**config.mk**
```make
export PLATFORM = sky130hd
export DESIGN_NAME = sub_serial
export DESIGN_NICKNAME = d
export VERILOG_FILES = /design/src/rtl/sub_serial.sv
export SDC_FILE = /design/constraint.sdc
export NUM_CORES = 1
export LEC_CHECK = 0
export ABC_CLOCK_PERIOD_IN_PS = 4200
export BUFFER_PORTS_ARGS = -buffer_cell sky130_fd_sc_hd__buf_2
export CORE_ASPECT_RATIO = 0.75
export CORE_MARGIN = 8
export CORE_UTILIZATION = 30
export DETAILED_ROUTE_END_ITERATION = 10
export SETUP_SLACK_MARGIN = 0.1
export SYNTH_ARGS = -nofsm -noshare
export SYNTH_HDL_FRONTEND = slang
export SYNTH_SLANG_ARGS = --single-unit
```
**constraint.sdc**
```tcl
create_clock -name clk -period 4.2 [get_ports clk]
set_input_delay 0.84 -clock clk [delete_from_list [all_inputs] [get_ports clk]]
set_output_delay 0.84 -clock clk [all_outputs]
set_load 0.05 [all_outputs]
```
**src/rtl/sub_serial.sv**
```systemverilog
// Digit-serial subtractor: diff = a - b - bin, DIGIT bits per clock, LSB digit first.
// Start/busy/done handshake with borrow-out and signed-overflow flags.
module sub_serial #(
  parameter int unsigned WIDTH = 16,
  parameter int unsigned DIGIT = 4
) (
  input  logic             clk,
  input  logic             rst_n,
  input  logic             start,
  input  logic [WIDTH-1:0] a,
  input  logic [WIDTH-1:0] b,
  input  logic             bin,
  output logic             busy,
  output logic             done,
  output logic [WIDTH-1:0] diff,
  output logic             bout,
  output logic             ovf
);

  localparam int unsigned N    = WIDTH / DIGIT;
  localparam int unsigned CntW = (N > 1) ? $clog2(N) : 1;
  localparam logic [CntW-1:0] LastCnt = CntW'(N - 1);

  if (WIDTH < 1 || DIGIT < 1 || DIGIT > WIDTH || (WIDTH % DIGIT) != 0) begin : gen_bad_param
    $fatal(1, "sub_serial: DIGIT must divide WIDTH and satisfy 1 <= DIGIT <= WIDTH");
  end

  typedef enum logic [0:0] {StIdle, StRun} state_e;

  state_e            state_q, state_d;
  logic [WIDTH-1:0]  a_q, a_d;
  logic [WIDTH-1:0]  b_q, b_d;
  logic              borrow_q, borrow_d;
  logic [CntW-1:0]   cnt_q, cnt_d;
  logic [WIDTH-1:0]  diff_q, diff_d;
  logic              bout_q, bout_d;
  logic              ovf_q, ovf_d;
  logic              done_q, done_d;

  logic [DIGIT-1:0]  a_dig, b_dig, dig_diff;
  logic              dig_borrow;

  assign a_dig = a_q[cnt_q*DIGIT +: DIGIT];
  assign b_dig = b_q[cnt_q*DIGIT +: DIGIT];

  // MSB of the (DIGIT+1)-bit difference is the borrow out of this digit.
  assign {dig_borrow, dig_diff} = {1'b0, a_dig} - {1'b0, b_dig} - {{DIGIT{1'b0}}, borrow_q};

  always_comb begin
    state_d  = state_q;
    a_d      = a_q;
    b_d      = b_q;
    borrow_d = borrow_q;
    cnt_d    = cnt_q;
    diff_d   = diff_q;
    bout_d   = bout_q;
    ovf_d    = ovf_q;
    done_d   = 1'b0;
    case (state_q)
      StIdle: begin
        if (start) begin
          a_d      = a;
          b_d      = b;
          borrow_d = bin;
          cnt_d    = '0;
          state_d  = StRun;
        end
      end
      StRun: begin
        diff_d[cnt_q*DIGIT +: DIGIT] = dig_diff;
        borrow_d = dig_borrow;
        cnt_d    = cnt_q + 1'b1;
        if (cnt_q == LastCnt) begin
          bout_d  = dig_borrow;
          // Equivalent to borrow-in XOR borrow-out at the sign bit.
          ovf_d   = (a_q[WIDTH-1] ^ b_q[WIDTH-1]) & (dig_diff[DIGIT-1] ^ a_q[WIDTH-1]);
          done_d  = 1'b1;
          state_d = StIdle;
        end
      end
      default: state_d = StIdle;
    endcase
  end

  always_ff @(posedge clk or negedge rst_n) begin
    if (!rst_n) begin
      state_q  <= StIdle;
      a_q      <= '0;
      b_q      <= '0;
      borrow_q <= 1'b0;
      cnt_q    <= '0;
      diff_q   <= '0;
      bout_q   <= 1'b0;
      ovf_q    <= 1'b0;
      done_q   <= 1'b0;
    end else begin
      state_q  <= state_d;
      a_q      <= a_d;
      b_q      <= b_d;
      borrow_q <= borrow_d;
      cnt_q    <= cnt_d;
      diff_q   <= diff_d;
      bout_q   <= bout_d;
      ovf_q    <= ovf_d;
      done_q   <= done_d;
    end
  end

  assign busy = (state_q == StRun);
  assign done = done_q;
  assign diff = diff_q;
  assign bout = bout_q;
  assign ovf  = ovf_q;

endmodule

```
==> results.json <==
{
  "coreArea_sq_um": 8527,
  "synth-seq-cells": 55,
  "antenna_found_initial": 0,
  "wl_per_cell_um": 16.12,
  "crit_arrival_ns": 3.29,
  "max_freq_ghz": 0.3200,
  "gr-usage-all-layers": 0.09782,
  "top_layer": "met4",
  "drt-met1-wl_um": 3039,
  "setup_violations": 0,
  "worstPathRequired_ns": 4.37,
  "yosysSeqAreaShare": 0.5191,
  "dp_cells": 360,
  "drive_above_1_share": 0.4054,
  "whs_ns": 0.4733,
  "period_needed_ns": 3.125,
  "worstSetupPathType": "flip-flop to flip-flop",
  "synth_edf_count": 0,
  "synth_fp_nets": 249,
  "fin_skew_ns": 0.009635,
  "yosysWarnings": 0,
  "die_y_um": 97.42,
  "synth_flop_cell": "dfrtp_1",
  "routabilityCongestion": 0.7515,
  "grt-ovfl-total": 0,
  "drt-initial-drc-count": 91,
  "tightest_slew_ns": 0.6678,
  "postCtsSetupRepairBufs": 0,
  "hp-class": "flip-flop to flip-flop",
  "hpwl_um": 4506,
  "grt_pass1_vias": 1854,
  "multi_input_area_sq_um": 1186,
  "cts-resized-gates": 0,
  "cts.clk_slew.worst_paths_ns": 0.07,
  "die_area_sq_um": 12130,
  "rsz0062_at_grt": "false",
  "critPathLaunchType": "flip-flop",
  "port_buffers": 55,
  "grt_pass1_wl_um": 9735,
  "drt-total-wl_um": 5916,
  "synthArstFlopShare": 1.000,
  "io_pins": 56,
  "drtAntennaViolNets": 0,
  "status": "complete, no violations",
  "final_net_count": 306,
  "r2r_slack_ns": 1.08,
  "grt_max_degree": 29,
  "maxSlewViolCount": 0,
  "cts_tree": "done",
  "viasPerCell": 4.755,
  "layout_common_cells": "55 x dfrtp_1, 55 x buf_2, 33 x mux2_2, 27 x nand2_1",
  "cts.htree.levels": 2,
  "fill_cells": 845,
  "period_share": 0.7440,
  "dr.pass1.iters": 4,
  "clk_path_buf_depth": 2,
  "route.met3.wl_um": 366,
  "area_growth_pct": 20.39,
  "final-seq-area_sq_um": 1376,
  "antenna_cells": 0,
  "stdcell_count": 367,
  "cp-end-kind": "flip-flop",
  "fin_tns_setup_ns": 0,
  "clkSinkCount": 55,
  "synth_area_sq_um": 2651,
  "ys_types": 35,
  "vias": 1745,
  "maxCapViolCount": 0,
  "cts-root-buf": "clkbuf_16",
  "ctsHoldBuffers": 0,
  "syn_avg_cell_area_sq_um": 13.13,
  "finish.utilization": 0.3743,
  "routed-wl-met2_um": 2474,
  "die_x_um": 124.6,
  "finalHoldViolations": 0,
  "clk_latency_ns": 0.29,
  "initial_core_util": 0.3109,
  "drcViolationCount": 0,
  "synthCells": 202,
  "cts_buffers": 5,
  "cp_max_fo": 15,
  "slew-limit-headroom": 0.5548,
  "row_count": 29
}
## logic make-up (layout without fill, tap and decap cells)
kind of cell / Yosys count / in the layout / share of synthesized area
flip-flops: 55 / 55 / 0.5191
AND/OR/NAND/NOR: 45 / 45 / 0.08306
multiplexers: 42 / 42 / 0.2171
AO/OA/AOI/OAI: 26 / 26 / 0.08211
buffers and inverters: 21 / 78 / 0.03445
adder cells (fa/ha/maj): 11 / 11 / 0.05758
XOR/XNOR: 2 / 2 / 0.006608
## metal layers
metal / GRT usage / vias to the layer above
met3: 0.03490 / 5
li1: - / 839
met1: 0.1372 / 855
met2: 0.1392 / 46
met5: 0 / -
met4: 0.02216 / 0
## cells in the mapped netlist (3+ instances only)
cell | instances | area [sq um]
ha_1 | 9 | 112.6
buf_2 | 4 | 20.02
nand2_1 | 27 | 101.4
inv_1 | 13 | 48.80
o31ai_1 | 13 | 97.59
nor2_1 | 3 | 11.26
nor2b_1 | 3 | 18.77
mux4_1 | 7 | 183.9
clkbuf_1 | 3 | 11.26
dfrtp_1 | 55 | 1376
mux2_2 | 33 | 371.6
## path summary, 6_finish.rpt
path | end | cells after the start | from
worst max-delay path | ovf | 10 | cnt_q[0]
worst min-delay path | diff[9] | 2 | diff[9]
worst max register to register | ovf | 10 | cnt_q[0]
worst min register to register | diff[9] | 2 | diff[9]
max in group asynchronous | cnt_q[0] | 2 | rst_n
min in group asynchronous | diff[9] | 1 | rst_n
## through the flow
| stage | area, sq um | setup slack, ns |
|---|---|---|
| 2_1_floorplan | 2651 | 1.056 |
| 3_3_place_gp | 3044 | 1.196 |
| 3_5_place_dp | 3044 | 1.111 |
| 4_1_cts | 3192 | 1.075 |
| 5_1_grt | 3192 | 0.9121 |
| 6_report | 3192 | 1.075 |
## registers in the layout (all words and copies together) (netlist names)
register / cells
bout: 1
a_q: 16
cnt_q: 2
b_q: 16
ovf: 1
busy: 1
done: 1
diff: 16
borrow_q: 1
## layout make-up
type,count,share of cell area
inverter,13,0.01529
clock inverter,1,0.002744
multi-input combinational,126,0.3716
clock buffer,6,0.04351
tap,108,0.04234
sequential,55,0.4312
timing repair buffer,58,0.09330
## worst max-delay path: stages (launching register included)
cell	delay, ns
dfrtp_1	0.43
buf_4	0.25
mux4_1	0.57
inv_1	0.08
fa_1	0.21
inv_1	0.06
ha_1	0.31
or4b_2	0.62
o221ai_1	0.12
or3_4	0.23
o211ai_1	0.11
Power is left out: the tool's default activity adds up to more than one toggle a clock period on the data nets, which glitch-free logic cannot reach.
